### config.mk
export PLATFORM = sky130hd
export DESIGN_NAME = tpu_host_seq
export DESIGN_NICKNAME = d
export VERILOG_FILES = /design/src/rtl/tpu_host_seq.sv
export SDC_FILE = /design/constraint.sdc
export NUM_CORES = 1
export LEC_CHECK = 0
export BUFFER_PORTS_ARGS = -buffer_cell sky130_fd_sc_hd__buf_2
export CELL_PAD_IN_SITES_DETAIL_PLACEMENT = 0
export CELL_PAD_IN_SITES_GLOBAL_PLACEMENT = 1
export CORE_MARGIN = 2
export CORE_UTILIZATION = 40
export CTS_CLUSTER_SIZE = 30
export DETAILED_ROUTE_END_ITERATION = 16
export GPL_ROUTABILITY_DRIVEN = 0
export PLACE_DENSITY = 0.85
export REMOVE_ABC_BUFFERS = 1
export SETUP_SLACK_MARGIN = 0.05
export SYNTH_ARGS = -nofsm -noshare
export SYNTH_HDL_FRONTEND = slang
export SYNTH_SLANG_ARGS = --single-unit
### constraint.sdc
create_clock -name clk -period 11.4 [get_ports clk]
set_clock_uncertainty 0.2 [all_clocks]
set_input_delay 0.57 -clock clk [delete_from_list [all_inputs] [get_ports clk]]
set_output_delay 0.57 -clock clk [all_outputs]
set_load 0.02 [all_outputs]
### src/rtl/tpu_host_seq.sv
// Bus master that enables the tpu, polls its finish flag, then streams result words out.
// Optional macro TPU_HOST_SEQ_CLR_EN: write the enable register back to 0 before reporting done.
`timescale 1ns/1ps
module tpu_host_seq #(
    parameter logic [63:0] TPU_BASE   = 64'h4000_0000,
    parameter logic [15:0] STATUS_OFF = 16'h2E00,
    parameter int          POLL_GAP   = 10,
    parameter int          MAX_POLLS  = 100000,
    parameter int          NRES_W     = 16
) (
    input  logic              clk,
    input  logic              rst,
    input  logic              start,
    input  logic [NRES_W-1:0] num_results,
    output logic              busy,
    output logic              done,
    output logic              timeout_err,
    output logic              res_valid,
    input  logic              res_ready,
    output logic [63:0]       res_data,
    output logic [NRES_W-1:0] res_idx,
    output logic              axi_req,
    output logic              axi_we,
    output logic [63:0]       axi_addr,
    output logic [63:0]       axi_wdata,
    input  logic [63:0]       axi_rdata
);
    localparam logic [63:0] ADDR_EN  = TPU_BASE + ({48'd0, STATUS_OFF} << 3);
    localparam logic [63:0] ADDR_FIN = TPU_BASE + (({48'd0, STATUS_OFF} + 64'd1) << 3);
    localparam int PCW = $clog2(MAX_POLLS + 2);
    localparam int GCW = (POLL_GAP > 1) ? $clog2(POLL_GAP) : 1;

    typedef enum logic [3:0] {
        S_IDLE, S_WR_EN, S_POLL_RD, S_POLL_WT, S_GAP,
        S_RD_REQ, S_RD_WT, S_OUT, S_WR_CLR, S_DONE, S_ERR
    } state_t;

`ifdef TPU_HOST_SEQ_CLR_EN
    localparam state_t S_FINISH = S_WR_CLR;
`else
    localparam state_t S_FINISH = S_DONE;
`endif

    state_t            r_state;
    state_t            w_nextState;
    logic [NRES_W-1:0] r_numRes;
    logic [NRES_W-1:0] r_idx;
    logic [NRES_W-1:0] w_idxNext;
    logic [PCW-1:0]    r_pollCnt;
    logic [PCW-1:0]    w_pollNext;
    logic [GCW-1:0]    r_gapCnt;
    logic              r_done;
    logic              r_timeoutErr;
    logic [63:0]       r_resData;
    logic [NRES_W-1:0] r_resIdx;

    assign w_idxNext  = r_idx + NRES_W'(1);
    assign w_pollNext = r_pollCnt + PCW'(1);

    always_ff @(posedge clk or posedge rst) begin
        if (rst) r_state <= S_IDLE;
        else     r_state <= w_nextState;
    end

    // Poll result is judged on the cycle after the read, when the tpu drives axi_rdata.
    always_comb begin
        w_nextState = r_state;
        case (r_state)
            S_IDLE:    if (start) w_nextState = S_WR_EN;
            S_WR_EN:   w_nextState = S_POLL_RD;
            S_POLL_RD: w_nextState = S_POLL_WT;
            S_POLL_WT: begin
                if (axi_rdata[0])
                    w_nextState = (r_numRes == '0) ? S_FINISH : S_RD_REQ;
                else if (w_pollNext > PCW'(MAX_POLLS))
                    w_nextState = S_ERR;
                else
                    w_nextState = S_GAP;
            end
            S_GAP:     if (r_gapCnt == GCW'(POLL_GAP - 1)) w_nextState = S_POLL_RD;
            S_RD_REQ:  w_nextState = S_RD_WT;
            S_RD_WT:   w_nextState = S_OUT;
            S_OUT:     if (res_ready) w_nextState = (w_idxNext == r_numRes) ? S_FINISH : S_RD_REQ;
            S_WR_CLR:  w_nextState = S_DONE;
            S_DONE:    w_nextState = S_IDLE;
            S_ERR:     w_nextState = S_IDLE;
            default:   w_nextState = S_IDLE;
        endcase
    end

    always_comb begin
        axi_req   = 1'b0;
        axi_we    = 1'b0;
        axi_addr  = '0;
        axi_wdata = '0;
        case (r_state)
            S_WR_EN: begin
                axi_req   = 1'b1;
                axi_we    = 1'b1;
                axi_addr  = ADDR_EN;
                axi_wdata = 64'd1;
            end
            S_POLL_RD: begin
                axi_req  = 1'b1;
                axi_addr = ADDR_FIN;
            end
            S_RD_REQ: begin
                axi_req  = 1'b1;
                axi_addr = TPU_BASE + ({{(64-NRES_W){1'b0}}, r_idx} << 3);
            end
            S_WR_CLR: begin
                axi_req  = 1'b1;
                axi_we   = 1'b1;
                axi_addr = ADDR_EN;
            end
            default: ;
        endcase
    end

    assign busy        = (r_state != S_IDLE) && (r_state != S_DONE) && (r_state != S_ERR);
    assign res_valid   = (r_state == S_OUT);
    assign done        = r_done;
    assign timeout_err = r_timeoutErr;
    assign res_data    = r_resData;
    assign res_idx     = r_resIdx;

    // Flags are set on entry so they are already visible during the DONE/ERR cycle.
    always_ff @(posedge clk or posedge rst) begin
        if (rst) begin
            r_numRes     <= '0;
            r_idx        <= '0;
            r_pollCnt    <= '0;
            r_gapCnt     <= '0;
            r_done       <= 1'b0;
            r_timeoutErr <= 1'b0;
            r_resData    <= '0;
            r_resIdx     <= '0;
        end else begin
            case (r_state)
                S_IDLE: if (start) begin
                    r_numRes     <= num_results;
                    r_idx        <= '0;
                    r_pollCnt    <= '0;
                    r_done       <= 1'b0;
                    r_timeoutErr <= 1'b0;
                end
                S_POLL_WT: begin
                    r_gapCnt <= '0;
                    if (!axi_rdata[0]) r_pollCnt <= w_pollNext;
                end
                S_GAP:   r_gapCnt <= r_gapCnt + GCW'(1);
                S_RD_WT: begin
                    r_resData <= axi_rdata;
                    r_resIdx  <= r_idx;
                end
                S_OUT:   if (res_ready) r_idx <= w_idxNext;
                default: ;
            endcase
            if (w_nextState == S_DONE) r_done <= 1'b1;
            if (w_nextState == S_ERR)  r_timeoutErr <= 1'b1;
        end
    end
endmodule

After elaboration in Yosys (flattened, before gate mapping)
Index checks and enable logic that the tools add are counted.

word-level totals
  bits of input ports = 84
  logic and storage cells = 73
  bits in registers = 139
  output and inout bits = 214

operators by class
  add/sub/neg operators = 4
  equal/unequal tests = 17
  reduce and logical (&&, ||, !) cells = 19
  mux-type cells = 23
  $lt $le $gt $ge = 1

operator list
  kind                                                             number
  32-bit one-hot mux with 3 select lines                           1
  4-bit one-hot mux with 9 select lines                            1
  17-bit two-way mux                                               2
  17-bit one-hot mux with 2 select lines                           1
  31-bit by 19-bit adder with 32-bit output, first input constant  1
  16-bit two-way mux                                               2
  16-bit one-hot mux with 2 select lines                           1
  4-bit two-way mux                                                7
  17-bit by 1-bit adder with 17-bit output, second input constant  1
  17-bit greater-than comparator, second input constant            1
  16-bit by 1-bit adder with 16-bit output, second input constant  1
  16-bit == test                                                   1
  4-bit by 3-bit == test with 1-bit output, second input constant  4
  4-bit == test, second input constant                             4
  16-bit logical NOT                                               1
  2-bit nonzero test                                               7
  4-bit by 2-bit == test with 1-bit output, second input constant  2
  4-bit inequality test, second input constant                     2
  4-bit one-hot mux with 2 select lines                            1
  1-bit two-way mux                                                7
  2-bit AND reduction                                              3
  3-bit AND reduction                                              2
  4-bit by 1-bit adder with 4-bit output, second input constant    1
  4-bit by 1-bit == test with 1-bit output, second input constant  1
  7 further kinds                                                  9

Longest topological paths before layout
  word-level depth = 8
  gate-level depth with buffers = 10

Worst setup path before layout
Ideal clock, no wire load.

  path kind = register to register
  start point = reg r_idx[1]
  end point = reg r_state[2]
  path slack = 8.839 ns
  clock period less this slack = 2.561 ns
  path buffers = 1
  stages on the path, launching flop included = 10
  arrival = 2.234 ns
  cell sequence = dfrtp_1 ha_1 nand3_2 buf_6 nor4_4 xnor2_1 or4_1 a211o_1 nor3_1 o31ai_1

on the way
  cells in the longest elaborated chain, start to end = 5

ends and longest elaborated chain
  what                                      RTL line  source
  start: declaration                        47        logic [NRES_W-1:0] r_idx;
  start signal: assignment                  156       S_OUT: if (res_ready) r_idx <= w_idxNext;
  16-bit by 1-bit adder with 16-bit output  57        assign w_idxNext = r_idx + NRES_W'(1);
  16-bit == test                            83        S_OUT: if (res_ready) w_nextState = (w_idxNext == r_numRes) ? S_FINISH : S_RD_REQ;
  4-bit two-way mux (2 in a row)            83
  4-bit one-hot mux with 9 select lines     68        case (r_state)
  net w_nextState[2]                        45        state_t w_nextState;
  end signal: assignment                    62        else r_state <= w_nextState;
  end: declaration                          44        state_t r_state;

The timed path passes the listed nets, and every way through them passes these cells.
A chain may end at the register's enable or synchronous reset.

Final worst setup path
  start point = reg r_state[2]
  end point = out axi_addr[17]

on the way
  cells in the longest elaborated chain, start to end = 3
  elaborated cells between the ends (all ways) = 6
  classes of those cells = eq/ne (4); mux (1); reduce/logical (1)

ends and longest elaborated chain
  what                                                                       RTL line  source
  4-bit by 1-bit == test with 1-bit output or 4-bit == test (tied branches)  96        case (r_state)
  2-bit OR reduction (no source line)                                        -
  32-bit one-hot mux with 3 select lines *                                   96
  end: declaration                                                           24        output logic [63:0] axi_addr,

Mark *: on every way between the ends. The rest lies on a longest branch, timed or not.

==> flow_summary.ini <==
[worst_setup_path]
worst-path-buf-inv = 1
slowest_stage = nor2_1
cp_top_family = simple AND/OR/NAND/NOR gates
setup.worst_path.start_class = register
critPathMaxFanout = 17
slowest_delay_ns = 0.72
worstSetupEndpointType = primary output
required_ns = 10.63
crit_chain = nand2b_1, nor2_1, and2_1, buf_2
critPathKind = reg -> out
cp.arrival_ns = 2.47

[route]
drt-pass1-iter-count = 5
drtIter0Drc = 259
routed_wirelength_um = 17800
vias_per_cell = 4.875
vias = 5752
route.detailed.drc = 0
antenna_left = 0
wl_per_cell_um = 15.09

[power]
p_leak_nw = 4.282
power.share.clock = 0.249
switching_share = 0.3826
powerDensity_nw_per_um2 = 257.0
power_switching_w = 0.0008869
vdd_ir_drop_max_mv = 0.1535
p_int_w = 0.001431
p_seq_frac = 0.353
comb_power_share = 0.398

[timing]
rsz0062_at_grt = false
hold_viol_final = 0
slew_headroom = 0.2963
drv_slew = 0
hold_ws_ns = 0.09001
worst_pin_slew_ns = 1.056
post-route-min-period_ns = 3.235
fmax_mhz = 309.1
fin_crit_sh = 0.2838
setup_tns_ns = 0
setup_viol_count_final = 0

[cells_and_area]
finalNonFillerCells = 1180
antenna_cells = 0
nets = 996
fin_util = 0.4789
area_growth_pct = 16.63
layout-drive-gt1-share = 0.3576
fill_cells = 1797

[place]
place_hpwl_um = 12560
place_inst = 1149
io_buffers = 187

[clock_network]
cts-resized-gates = 0
clk-insertion-delay-late_ns = 0.42
cts_buffers = 17
clk_path_buf_depth = 2
ctsHoldBuffers = 0
postCtsSetupBuffers = 0
h-tree-depth = 4
clkSinkCount = 139
cts.clk_slew.worst_paths_ns = 0.06
root_buffer = clkbuf_16
tritoncts = yes

[status]
status = finished clean

[logic_synthesis]
ys_top_cells_by_area = dfrtp_1, mux2_2, buf_4
netlist_area_sq_um = 7732
synth.distinct_cells = 58
synth_warnings = 0
synth_flop_cell = dfrtp_1
yosysTopAreaCellShare = 0.4498
synthTopCellsByCount = dfrtp_1, buf_4, mux2_2
synthArstFlopShare = 1.000
ys_ff_latch = 139
synth_cells = 748
yosysMostFrequentCell = dfrtp_1
ys_seq_area_frac = 0.4498
avgSynthCellArea_sq_um = 10.34
synth_edf_count = 0
synth_top_area_cell = dfrtp_1

[grt]
grt_pass1_vias = 5226
grt_usage = 0.1722
grt_pass1_wl_um = 27610
grt_max_degree = 81
grt.overflow.total = 0
antenna_found_initial = 1

[floorplanning]
fp.dieH_um = 143.0
die_x_um = 143.0
rows = 50
die_area_sq_um = 20460
start_util = 0.4106
io_pins = 298
core_sq_um = 18830

[run]
drv_cap = 0

[worst_hold_path]
min_path_type = in -> async
[metal layers]
layer  up-vias  GRT usage  wire, um  part of all wire
met5         -          0        13           0.00073
met4         2    0.04065       107            0.0060
met3        14    0.04728      1125             0.063
met2       213     0.2838      8947              0.50
met1      2781     0.2260      7607              0.43
li1       2742          -         -                 -
[path summary, 6_finish.rpt]
kind	slack, ns	from	to	depth (start not counted)
max in group asynchronous	9.61	rst	res_idx[13]	3
worst min register to register	0.30	res_data[43]	res_data[43]	1
worst max-delay path	8.16	r_state[2]	axi_addr[17]	4
worst max register to register	8.46	r_idx[0]	r_state[2]	8
min in group clk	0.18	axi_rdata[49]	res_data[49]	2
worst min-delay path	0.09	rst	res_data[43]	2
[logic make-up after synthesis]
| family | count (synthesis) | synth area share |
|---|---|---|
| other cells | 1 | 0.0004850 |
| compound gates | 134 | 0.1062 |
| flops | 139 | 0.4498 |
| mux | 98 | 0.1424 |
| fa+ha+maj | 4 | 0.006473 |
| simple gates | 183 | 0.1299 |
| buf+inv | 163 | 0.1353 |
| xor+xnor | 26 | 0.02945 |
[layout by cell type, fill, tap and decap left out, types with 5 or more instances in the layout]
| cell type | Yosys | routed |
|---|---|---|
| mux2_2 | 96 | 96 |
| a31oi_1 | 8 | 8 |
| nor2_1 | 31 | 31 |
| nor3_1 | 14 | 14 |
| o21ai_0 | 56 | 56 |
| clkbuf_16 | 0 | 17 |
| nand3_1 | 17 | 17 |
| buf_2 | 7 | 187 |
| and2_1 | 19 | 19 |
| nor4_1 | 6 | 6 |
| a21oi_1 | 27 | 27 |
| conb_1 | 1 | 110 |
| xor2_1 | 5 | 5 |
| o31ai_1 | 14 | 14 |
| nand2_1 | 41 | 41 |
| xnor2_1 | 21 | 21 |
| dfrtp_1 | 139 | 139 |
| and3_1 | 8 | 8 |
[final cells by class]
class / instances / area [sq um] / area share
timing repair buffer: 190 / 958.4 / 0.1063
multi-input combinational: 555 / 3622 / 0.4016
clock inverter: 10 / 140.1 / 0.01554
clock buffer: 21 / 470.5 / 0.05216
sequential: 139 / 3478 / 0.3857
inverter: 5 / 23.77 / 0.002636
tap: 260 / 325.3 / 0.03607
[sequential cells by signal, summed over array words and instances (netlist names)]
signal       cells
r_pollCnt       17
res_data        64
done             1
r_numRes        16
r_idx           16
res_idx         16
r_state          4
r_gapCnt         4
timeout_err      1
[stage by stage]
stage | worst slack [ns] | area (sq um) | total power, W
2_1_floorplan | 3.686 | 7114 | 0.001501
3_3_place_gp | 8.522 | 8408 | 0.001739
3_5_place_dp | 8.487 | 8408 | 0.001762
4_1_cts | 8.127 | 9019 | 0.002345
5_1_grt | 7.929 | 9019 | 0.002463
6_report | 8.165 | 9019 | 0.002318
[power by group through the flow]
stage	sequential, W	combinational, W	clock, W
after floorplan	0.000954	0.000547	0
after global placement	0.000818	0.000921	0
after detailed placement	0.000826	0.000935	0
after CTS	0.000820	0.000938	0.000587
after global routing	0.000850	0.00100	0.000611
final	0.000819	0.000923	0.000576
No activity file was read; power rests on OpenSTA's default activity.
